File: src/rtl/stack_seq.sv
// stack_seq: push/pop/peek sequencer for the stack pointer, stack memory and bus.
// Optional STACK_SEQ_AFULL_EN adds a registered almost-full output o_afull.
module stack_seq #(
  parameter int DEPTH        = 256,
  parameter int DEPTH_W      = 16,
  parameter int AFULL_MARGIN = 4
) (
  input  logic               i_clock,
  input  logic               i_reset_n,
  input  logic               i_req,
  input  logic [1:0]         i_op,
  input  logic [15:0]        i_data,
  output logic               o_ready,
  output logic               o_done,
  output logic               o_err,
  output logic [15:0]        o_data,
  output logic [DEPTH_W-1:0] o_depth,
  output logic               o_full,
  output logic               o_empty,
  output logic [2:0]         o_sp_ctrl,
  output logic               o_mem_w,
  output logic               o_mem_s,
  output logic               o_bus_en,
  output logic [15:0]        o_bus_data,
`ifdef STACK_SEQ_AFULL_EN
  output logic               o_afull,
`endif
  input  logic [15:0]        i_bus
);

  if (DEPTH < 1 || DEPTH > 65535 || AFULL_MARGIN < 0) begin : g_bad_cfg
    $error("stack_seq: bad DEPTH/AFULL_MARGIN");
  end
  if ((64'd1 << DEPTH_W) <= 64'(DEPTH)) begin : g_bad_w
    $error("stack_seq: DEPTH_W too narrow");
  end

  localparam logic [1:0] OP_NOP  = 2'b00;
  localparam logic [1:0] OP_PUSH = 2'b01;
  localparam logic [1:0] OP_POP  = 2'b10;
  localparam logic [1:0] OP_PEEK = 2'b11;

  localparam logic [2:0] SP_HOLD = 3'b000;
  localparam logic [2:0] SP_INC  = 3'b001;
  localparam logic [2:0] SP_DEC  = 3'b010;

  typedef enum logic [3:0] {
    IDLE, PUSH_WR, PUSH_INC, POP_DEC, POP_RD,
    PK_DEC, PK_RD, PK_INC, ERR, DONE
  } state_t;

  state_t             state, nxt;
  logic [DEPTH_W-1:0] depth, depth_nxt;
  logic               accept;

  assign o_depth = depth;
  assign o_full  = (depth == DEPTH_W'(DEPTH));
  assign o_empty = (depth == '0);
  assign accept  = (state == IDLE) && i_req && (i_op != OP_NOP);

  always_comb begin
    nxt = state;
    unique case (state)
      IDLE: begin
        if (accept) begin
          unique case (1'b1)
            i_op == OP_PUSH: nxt = o_full  ? ERR : PUSH_WR;
            i_op == OP_POP:  nxt = o_empty ? ERR : POP_DEC;
            i_op == OP_PEEK: nxt = o_empty ? ERR : PK_DEC;
          endcase
        end
      end
      PUSH_WR:  nxt = PUSH_INC;
      PUSH_INC: nxt = DONE;
      POP_DEC:  nxt = POP_RD;
      POP_RD:   nxt = DONE;
      PK_DEC:   nxt = PK_RD;
      PK_RD:    nxt = PK_INC;
      PK_INC:   nxt = DONE;
      ERR:      nxt = IDLE;
      DONE:     nxt = IDLE;
      default:  nxt = IDLE;
    endcase
  end

  always_comb begin
    depth_nxt = depth;
    if (state == PUSH_INC) depth_nxt = depth + 1'b1;
    if (state == POP_RD)   depth_nxt = depth - 1'b1;
  end

  // Strobes are decoded from the next state so they line up with the state itself.
  always_ff @(posedge i_clock or negedge i_reset_n) begin
    if (!i_reset_n) begin
      state      <= IDLE;
      depth      <= '0;
      o_ready    <= 1'b1;
      o_done     <= 1'b0;
      o_err      <= 1'b0;
      o_data     <= '0;
      o_sp_ctrl  <= SP_HOLD;
      o_mem_w    <= 1'b0;
      o_mem_s    <= 1'b1;
      o_bus_en   <= 1'b0;
      o_bus_data <= '0;
`ifdef STACK_SEQ_AFULL_EN
      o_afull    <= 1'b0;
`endif
    end else begin
      state     <= nxt;
      depth     <= depth_nxt;
      o_ready   <= (nxt == IDLE);
      o_done    <= (nxt == DONE) || (nxt == ERR);
      o_err     <= (nxt == ERR);
      o_bus_en  <= (nxt == PUSH_WR);
      o_mem_w   <= (nxt == PUSH_WR);
      o_mem_s   <= !((nxt == POP_RD) || (nxt == PK_RD));
      o_sp_ctrl <= SP_HOLD;
      if (nxt == PUSH_INC || nxt == PK_INC) o_sp_ctrl <= SP_INC;
      if (nxt == POP_DEC || nxt == PK_DEC)  o_sp_ctrl <= SP_DEC;
      if (accept && i_op == OP_PUSH) o_bus_data <= i_data;
      if (state == POP_RD || state == PK_RD) o_data <= i_bus;
`ifdef STACK_SEQ_AFULL_EN
      o_afull <= (int'(depth_nxt) >= DEPTH - AFULL_MARGIN);
`endif
    end
  end

endmodule

File: config.mk
export PLATFORM = sky130hd
export DESIGN_NAME = stack_seq
export DESIGN_NICKNAME = d
export VERILOG_FILES = /design/src/rtl/stack_seq.sv
export SDC_FILE = /design/constraint.sdc
export NUM_CORES = 1
export LEC_CHECK = 0
export BUFFER_PORTS_ARGS = -buffer_cell sky130_fd_sc_hd__buf_2
export CORE_MARGIN = 5
export CORE_UTILIZATION = 40
export DETAILED_ROUTE_END_ITERATION = 7
export PLACE_DENSITY_LB_ADDON = 0.2
export SETUP_SLACK_MARGIN = 0.05
export SKIP_LAST_GASP = 1
export SYNTH_ARGS = -nofsm -noshare
export SYNTH_HDL_FRONTEND = slang
export SYNTH_SLANG_ARGS = --single-unit
File: constraint.sdc
create_clock -name i_clock -period 3.9 [get_ports i_clock]
set_input_delay 0 -clock i_clock [delete_from_list [all_inputs] [get_ports i_clock]]
set_output_delay 0 -clock i_clock [all_outputs]
set_load 0.1 [all_outputs]
[Word level (Yosys, flattened, before mapping)]
Index checks and enable logic that the tools add are counted.
Word-level totals
  word-level logic and storage cells: 57
  output and inout port bits: 59
  register bits: 60
Operators by class
  reductions and logical operators: 15
  add/subtract/negate cells: 2
  mux-type cells: 10
  equality and inequality tests: 20
Operators by type and width (count)
  4-bit by 3-bit == test with 1-bit output (second input constant): 8
  16-bit 2-to-1 mux: 2
  4-bit case mux with 6 select lines: 1
  16-bit by 1-bit adder with 16-bit output (second input constant): 1
  16-bit by 9-bit == test with 1-bit output (second input constant): 1
  4-bit by 2-bit == test with 1-bit output (second input constant): 4
  16-bit logical NOT: 1
  4-bit 2-to-1 mux: 4
  16-bit by 1-bit subtractor with 16-bit output (second input constant): 1
  4-bit case mux with 3 select lines: 1
  4-bit by 1-bit == test with 1-bit output (second input constant): 2
  4-bit == test (second input constant): 2
  4-bit logical NOT: 2
  1-bit logical OR: 5
  2-bit == test (second input constant): 2
  2-bit nonzero test: 2
  1-bit logical AND: 3
  3-bit 2-to-1 mux: 1
  3-bit OR reduction: 1
  2-bit by 1-bit == test with 1-bit output (second input constant): 1
  1-bit logical NOT: 1
  1-bit 2-to-1 mux: 1

[Longest topological paths before layout]
Gate-level depths: netlist of run 1.
  depth in word-level cells: 9
  gate-level depth with buffers: 12

[Least setup slack after synthesis of run 1]
Ideal clock, no wire load.
  path kind: register to register
  from: register state[0]
  to: register depth[15] (netlist: o_depth[15])
  stages on the path, launching flop included: 13
  data arrival time: 2966 ps
  clock period less this slack: 3125 ps
  slack: 775 ps
  cell sequence: dfrtp_1 clkbuf_1 nor3b_2 nand2b_1 inv_1 ha_1 buf_6 a21o_1 a21o_1 a221oi_2 o31ai_1 mux2_2 xnor2_1
On the way
  word-level cells in the longest chain between the ends: 2
Ends and longest elaborated chain
  from (decl): RTL line 52  | state_t state, nxt;
  from (signal assigned): RTL line 110  | state <= nxt;
  4-bit by 3-bit == test with 1-bit output / 4-bit by 2-bit == test with 1-bit output (equally long branches): RTL line 89, 88
  16-bit 2-to-1 mux / 2-bit nonzero test (equally long branches)
  to (signal assigned): RTL line 111  | depth <= depth_nxt;
  to (decl): RTL line 53  | logic [DEPTH_W-1:0] depth, depth_nxt;
Parallel ways exist; a longest one is shown, timed or not.
A chain may end at the register's enable or synchronous reset.

[Worst setup path in the final report of run 1]
  from: register state[0]
  to: register depth[12] (netlist: o_depth[12])
The elaborated chain is that of the path after synthesis.

==> results of run 1 <==
==> state kept, by name, indices dropped and copies added, names as in the netlist, 2 cells and up <==
signal      cells
state           4
o_bus_data     16
o_data         16
o_sp_ctrl       2
o_depth        16
==> cell families after synthesis <==
logic type / synth area share
xor gates and xnor gates: 0.0308
adders and majority gates: 0.0624
DFF: 0.472
and+or+nand+nor: 0.116
AOI/OAI and AO/OA: 0.152
buffers and inverters: 0.0368
other: 0.00120
muxes: 0.129
==> through the flow <==
stage | area [sq um] | setup WS, ps | std cells | util | hold WS, ps
3_5_place_dp | 3660 | 706 | 463 | 0.476 | 212
3_3_place_gp | 3660 | 778 | 463 | 0.476 | 202
5_1_grt | 4200 | 415 | 514 | 0.547 | 165
2_1_floorplan | 3130 | 775 | 279 | - | -296
6_report | 4200 | 572 | 514 | 0.547 | 171
4_1_cts | 4200 | 637 | 514 | 0.547 | 159
==> how the worst min path moves through the flow <==
| stage | start | endpoint | slack (ps) | cells past startpoint |
|---|---|---|---|---|
| after detailed placement | i_reset_n | o_depth[5] | 210 | 2 |
| after global placement | i_reset_n | o_depth[5] | 200 | 2 |
| after floorplan | i_reset_n | o_bus_data[0] | -300 | 0 |
| after global routing | i_req | o_sp_ctrl[1] | 170 | 4 |
| final | i_req | o_sp_ctrl[1] | 170 | 4 |
| after CTS | i_req | o_sp_ctrl[1] | 160 | 4 |
==> layer usage <==
| layer | up-vias | routed length, um | track usage |
|---|---|---|---|
| met5 | - | 0 | 0 |
| met2 | 81 | 3470 | 0.262 |
| met3 | 12 | 507 | 0.0432 |
| met1 | 1175 | 3310 | 0.207 |
| li1 | 1267 | - | - |
| met4 | 0 | 121 | 0.0641 |
==> cell type report <==
cell class                 instances  area [sq um]  area share
tap                              102           128      0.0304
clock buffer                      11           141      0.0336
sequential                        59          1480       0.352
timing repair buffer             131           836       0.199
inverter                           8          30.0     0.00714
multi-input combinational        198          1540       0.365
clock inverter                     5          53.8      0.0128
==> worst max-delay path: cells and delay by family, from the launching register on <==
| family | cells | cell delay (ps) |
|---|---|---|
| adders and majority gates | 1 | 320 |
| buffers and inverters | 1 | 410 |
| AOI/OAI and AO/OA | 5 | 1270 |
| DFF | 1 | 500 |
| muxes | 1 | 250 |
| and+or+nand+nor | 2 | 420 |
==> cell usage after synthesis, types with 4 or more instances <==
cell,instances,share of area
mux2_2,34,0.12
a21o_1,10,0.024
buf_2,5,0.0080
nor2_1,13,0.016
ha_1,14,0.056
nand2_1,24,0.029
dfrtp_1,57,0.46
nand3_1,4,0.0064
o21bai_1,4,0.0096
a21oi_1,11,0.018
nor3_1,4,0.0064
inv_1,8,0.0096
clkbuf_1,4,0.0048
xor2_1,5,0.014
o21ai_0,20,0.032
xnor2_1,6,0.017
==> results_dict.tcl, run 1 <==
set metrics [dict create \
    tightest_slew_ps 904 \
    reg2reg_from "state[0]" \
    drtIter0Drc 85 \
    grt_pass1_wl_mm 12.7 \
    finalMaxSlewViolations 0 \
    cts-root-buf "clkbuf_8" \
    arrival_ps 3490 \
    core_region_area_sq_um 7690 \
    hpwl_mm 5.13 \
    hp-class "input port to flop" \
    grt_max_degree 60 \
    path_max_fanout 14 \
    ys.flop_type "dfrtp_1" \
    critical_path.endpoint "o_depth[12]" \
    wire_per_inst_um 14.4 \
    ctsHoldBuffers 35 \
    crit_slowest_cell "a2111oi_0" \
    numCtsBuffers 9 \
    skew_ps 11.5 \
    ys_seq_area_frac 0.472 \
    setup_tns_ps 0 \
    max_freq_mhz 300 \
    htreeDepth 3 \
    die_x_um 98.5 \
    r2r_end "o_depth[12]" \
    ant_nets 0 \
    critPathLaunch "state[0]" \
    grt_pass1_vias 2695 \
    num-fill-cells 704 \
    cts_sinks 59 \
    io_buffers 94 \
    yosys_warnings 0 \
    setup.worst_path.class "flop to flop" \
    slew_headroom 0.393 \
    layout_commonest_cell "buf_2" \
    drtPass1Iterations 4 \
    r2r_slack_ps 570 \
    cts_tree "built" \
    rsz0062_at_grt "no" \
    die_h_um 98.5 \
    maxCapViolCount 0 \
    critical_path_required_ps 4060 \
    finalNetCount 459 \
    slowest_delay_ps 670 \
    final_cell_mix "buf_2, dfrtp_1, dlygate4sd3_1" \
    via_count 2535 \
    place_congestion 0.831 \
    path_clk_slew_ps 70 \
    finalWirelength_mm 7.41 \
    grt_usage 0.162 \
    antenna_found_initial 0 \
    drive_above_1_share 0.393 \
    cts_buffer_depth 2 \
    status "complete, no violations" \
    postSynthAreaPerCell_sq_um 11.2 \
    initial_core_util 0.407 \
    synth_fp_nets 331 \
    ys_types 53 \
    period_share 0.853 \
    crit_path_end_kind "flop" \
    setup_violations 0 \
    startpoint_type "flop" \
    cts_setup_buffers 0 \
    cts_resized 0 \
    rows 32 \
    overflow 0 \
    fp.dieArea_sq_um 9700 \
    synthCells 279 \
    min_period_ps 3330 \
    drc_errors 0 \
    area_delta_synth_final_pct 34.3 \
    async_reset_ff_frac 1.00 \
    diodes 0 \
    crit_path_cell_trace "nor3b_2 > nand2b_1 > inv_1 > ha_1 > o21a_1 > o31a_2 > o21ai_0 > a2111oi_0 > mux2i_1 > o311ai_0" \
    synth_area_sq_um 3130 \
    synth_edf_count 0 \
    io_pins 96 \
    report.final.hold_viol_count 0 \
    ys_ff_latch 59 \
    insertion_delay_ps 330 \
    ff2ff_path_depth 10 \
    viasPerCell 4.93 \
]
Power of run 1 is not shown: default switching activity piles up to over one toggle a cycle in this logic, so the estimate is an artifact.
==> inputs of run 2 (changes only) <==
clock period = 3.95 ns   (was 3.9 ns; I/O delays follow)
==> run 2 against run 1 <==
Against the previous run: count of clock-buffer cells in the layout decreased by 1; sequential share of layout area down 0.45 points; global-route usage about the same; sequential cell count unchanged; die area unchanged; first-iteration DRC count down 2.4%; non-clock buffer count unchanged; core utilization grew 0.72 points; design area up 1.3%; critical path depth unchanged; cell count did not move; critical endpoint unchanged; highest routed layer unchanged.
==> results_dict.tcl, run 2 (synthesized netlist as in run 1, its figures left out) <==
set metrics [dict create \
    finalNetCount 459 \
    arrival_ps 3420 \
    r2r_end "o_depth[12]" \
    grt_usage 0.162 \
    via_count 2553 \
    setup.worst_path.class "flop to flop" \
    die_h_um 98.5 \
    finalMaxSlewViolations 0 \
    cp_num_buf_inv 1 \
    hp-class "input port to flop" \
    cts_sinks 59 \
    viasPerCell 4.97 \
    slowest_delay_ps 650 \
    place_congestion 0.811 \
    wire_per_inst_um 14.9 \
    layout_commonest_cell "buf_2" \
    crit_slowest_cell "a2111oi_0" \
    insertion_delay_ps 320 \
    numCtsBuffers 9 \
    grt_pass1_wl_mm 12.8 \
    cts_tree "built" \
    area_delta_synth_final_pct 36.1 \
    ant_nets 0 \
    reg2reg_from "state[0]" \
    holdPathEnd "o_sp_ctrl[1]" \
    cts-root-buf "clkbuf_8" \
    setup_violations 0 \
    ff2ff_path_depth 10 \
    startpoint_type "flop" \
    antenna_found_initial 0 \
    period_share 0.823 \
    finalWirelength_mm 7.63 \
    hold_start "i_req" \
    drtPass1Iterations 4 \
    min_path_cells 4 \
    max_freq_mhz 308 \
    cts_resized 0 \
    crit_path_end_kind "flop" \
    htreeDepth 3 \
    path_clk_slew_ps 70 \
    path_max_fanout 14 \
    initial_core_util 0.407 \
    drtIter0Drc 83 \
    rows 32 \
    maxCapViolCount 0 \
    overflow 0 \
    slew_headroom 0.301 \
    critical_path_required_ps 4120 \
    min_period_ps 3250 \
    core_region_area_sq_um 7690 \
    tightest_slew_ps 1040 \
    grt_max_degree 60 \
    drive_above_1_share 0.396 \
    fp.dieArea_sq_um 9700 \
    rsz0062_at_grt "no" \
    grt_pass1_vias 2630 \
    num-fill-cells 685 \
    crit_path_cell_trace "nor3b_2 > nand2b_1 > inv_1 > ha_1 > nor2b_1 > o31a_2 > o21ai_0 > a2111oi_0 > mux2i_1 > o311ai_0" \
    skew_ps 9.55 \
    hpwl_mm 5.18 \
    cp_top_family "compound AO/OA/AOI/OAI gates" \
    setup_tns_ps 0 \
    cts_buffer_depth 2 \
    diodes 0 \
    io_buffers 94 \
    status "complete, no violations" \
    die_x_um 98.5 \
    io_pins 96 \
    report.final.hold_viol_count 0 \
    final_cell_mix "buf_2, dfrtp_1, dlygate4sd3_1" \
    drc_errors 0 \
    r2r_slack_ps 700 \
]
## run 2: worst max path at each step
stage | slack [ps] | cells after the start | to | startpoint
after floorplan | 820 | 12 | o_depth[15] | state[0]
after global placement | 830 | 10 | o_depth[12] | state[0]
after detailed placement | 710 | 10 | o_depth[12] | state[0]
after CTS | 680 | 10 | o_depth[12] | state[0]
after global routing | 480 | 10 | o_depth[12] | state[3]
final | 700 | 10 | o_depth[12] | state[0]
## run 2: final cells by class
| type | instances | area [sq um] | area share |
|---|---|---|---|
| clock buffer | 10 | 138 | 0.0323 |
| clock inverter | 6 | 113 | 0.0264 |
| inverter | 8 | 30.0 | 0.00705 |
| multi-input combinational | 198 | 1540 | 0.361 |
| sequential | 59 | 1480 | 0.347 |
| tap | 102 | 128 | 0.0300 |
| timing repair buffer | 131 | 836 | 0.196 |
## run 2: per-layer routing
metal | GRT usage | share of wire
met1 | 0.214 | 0.45
met3 | 0.0389 | 0.059
met5 | 0 | 0
met2 | 0.266 | 0.47
met4 | 0.0494 | 0.012
## run 2: what timing repair did
item | CTS | global route
hold buffers | 35 | 0
setup buffers | 0 | 0
endpoints found under the hold margin | 93 | 0
setup endpoints to repair | 0 | 0
## run 2: per-stage QoR
stage	worst slack, ps	area, sq um	instances	hold WS, ps	util
after global placement	832	3660	463	204	0.476
final	701	4260	514	204	0.554
after CTS	682	4260	514	168	0.554
after floorplan	825	3130	279	-296	-
after detailed placement	714	3660	463	211	0.476
after global routing	476	4260	514	202	0.554
## run 2: worst min-delay path: stages
cell	delay (ps)
buf_2	100
and3b_1	230
nand2_1	90
nor2_1	60
Power of run 2 is left out for the same reason.
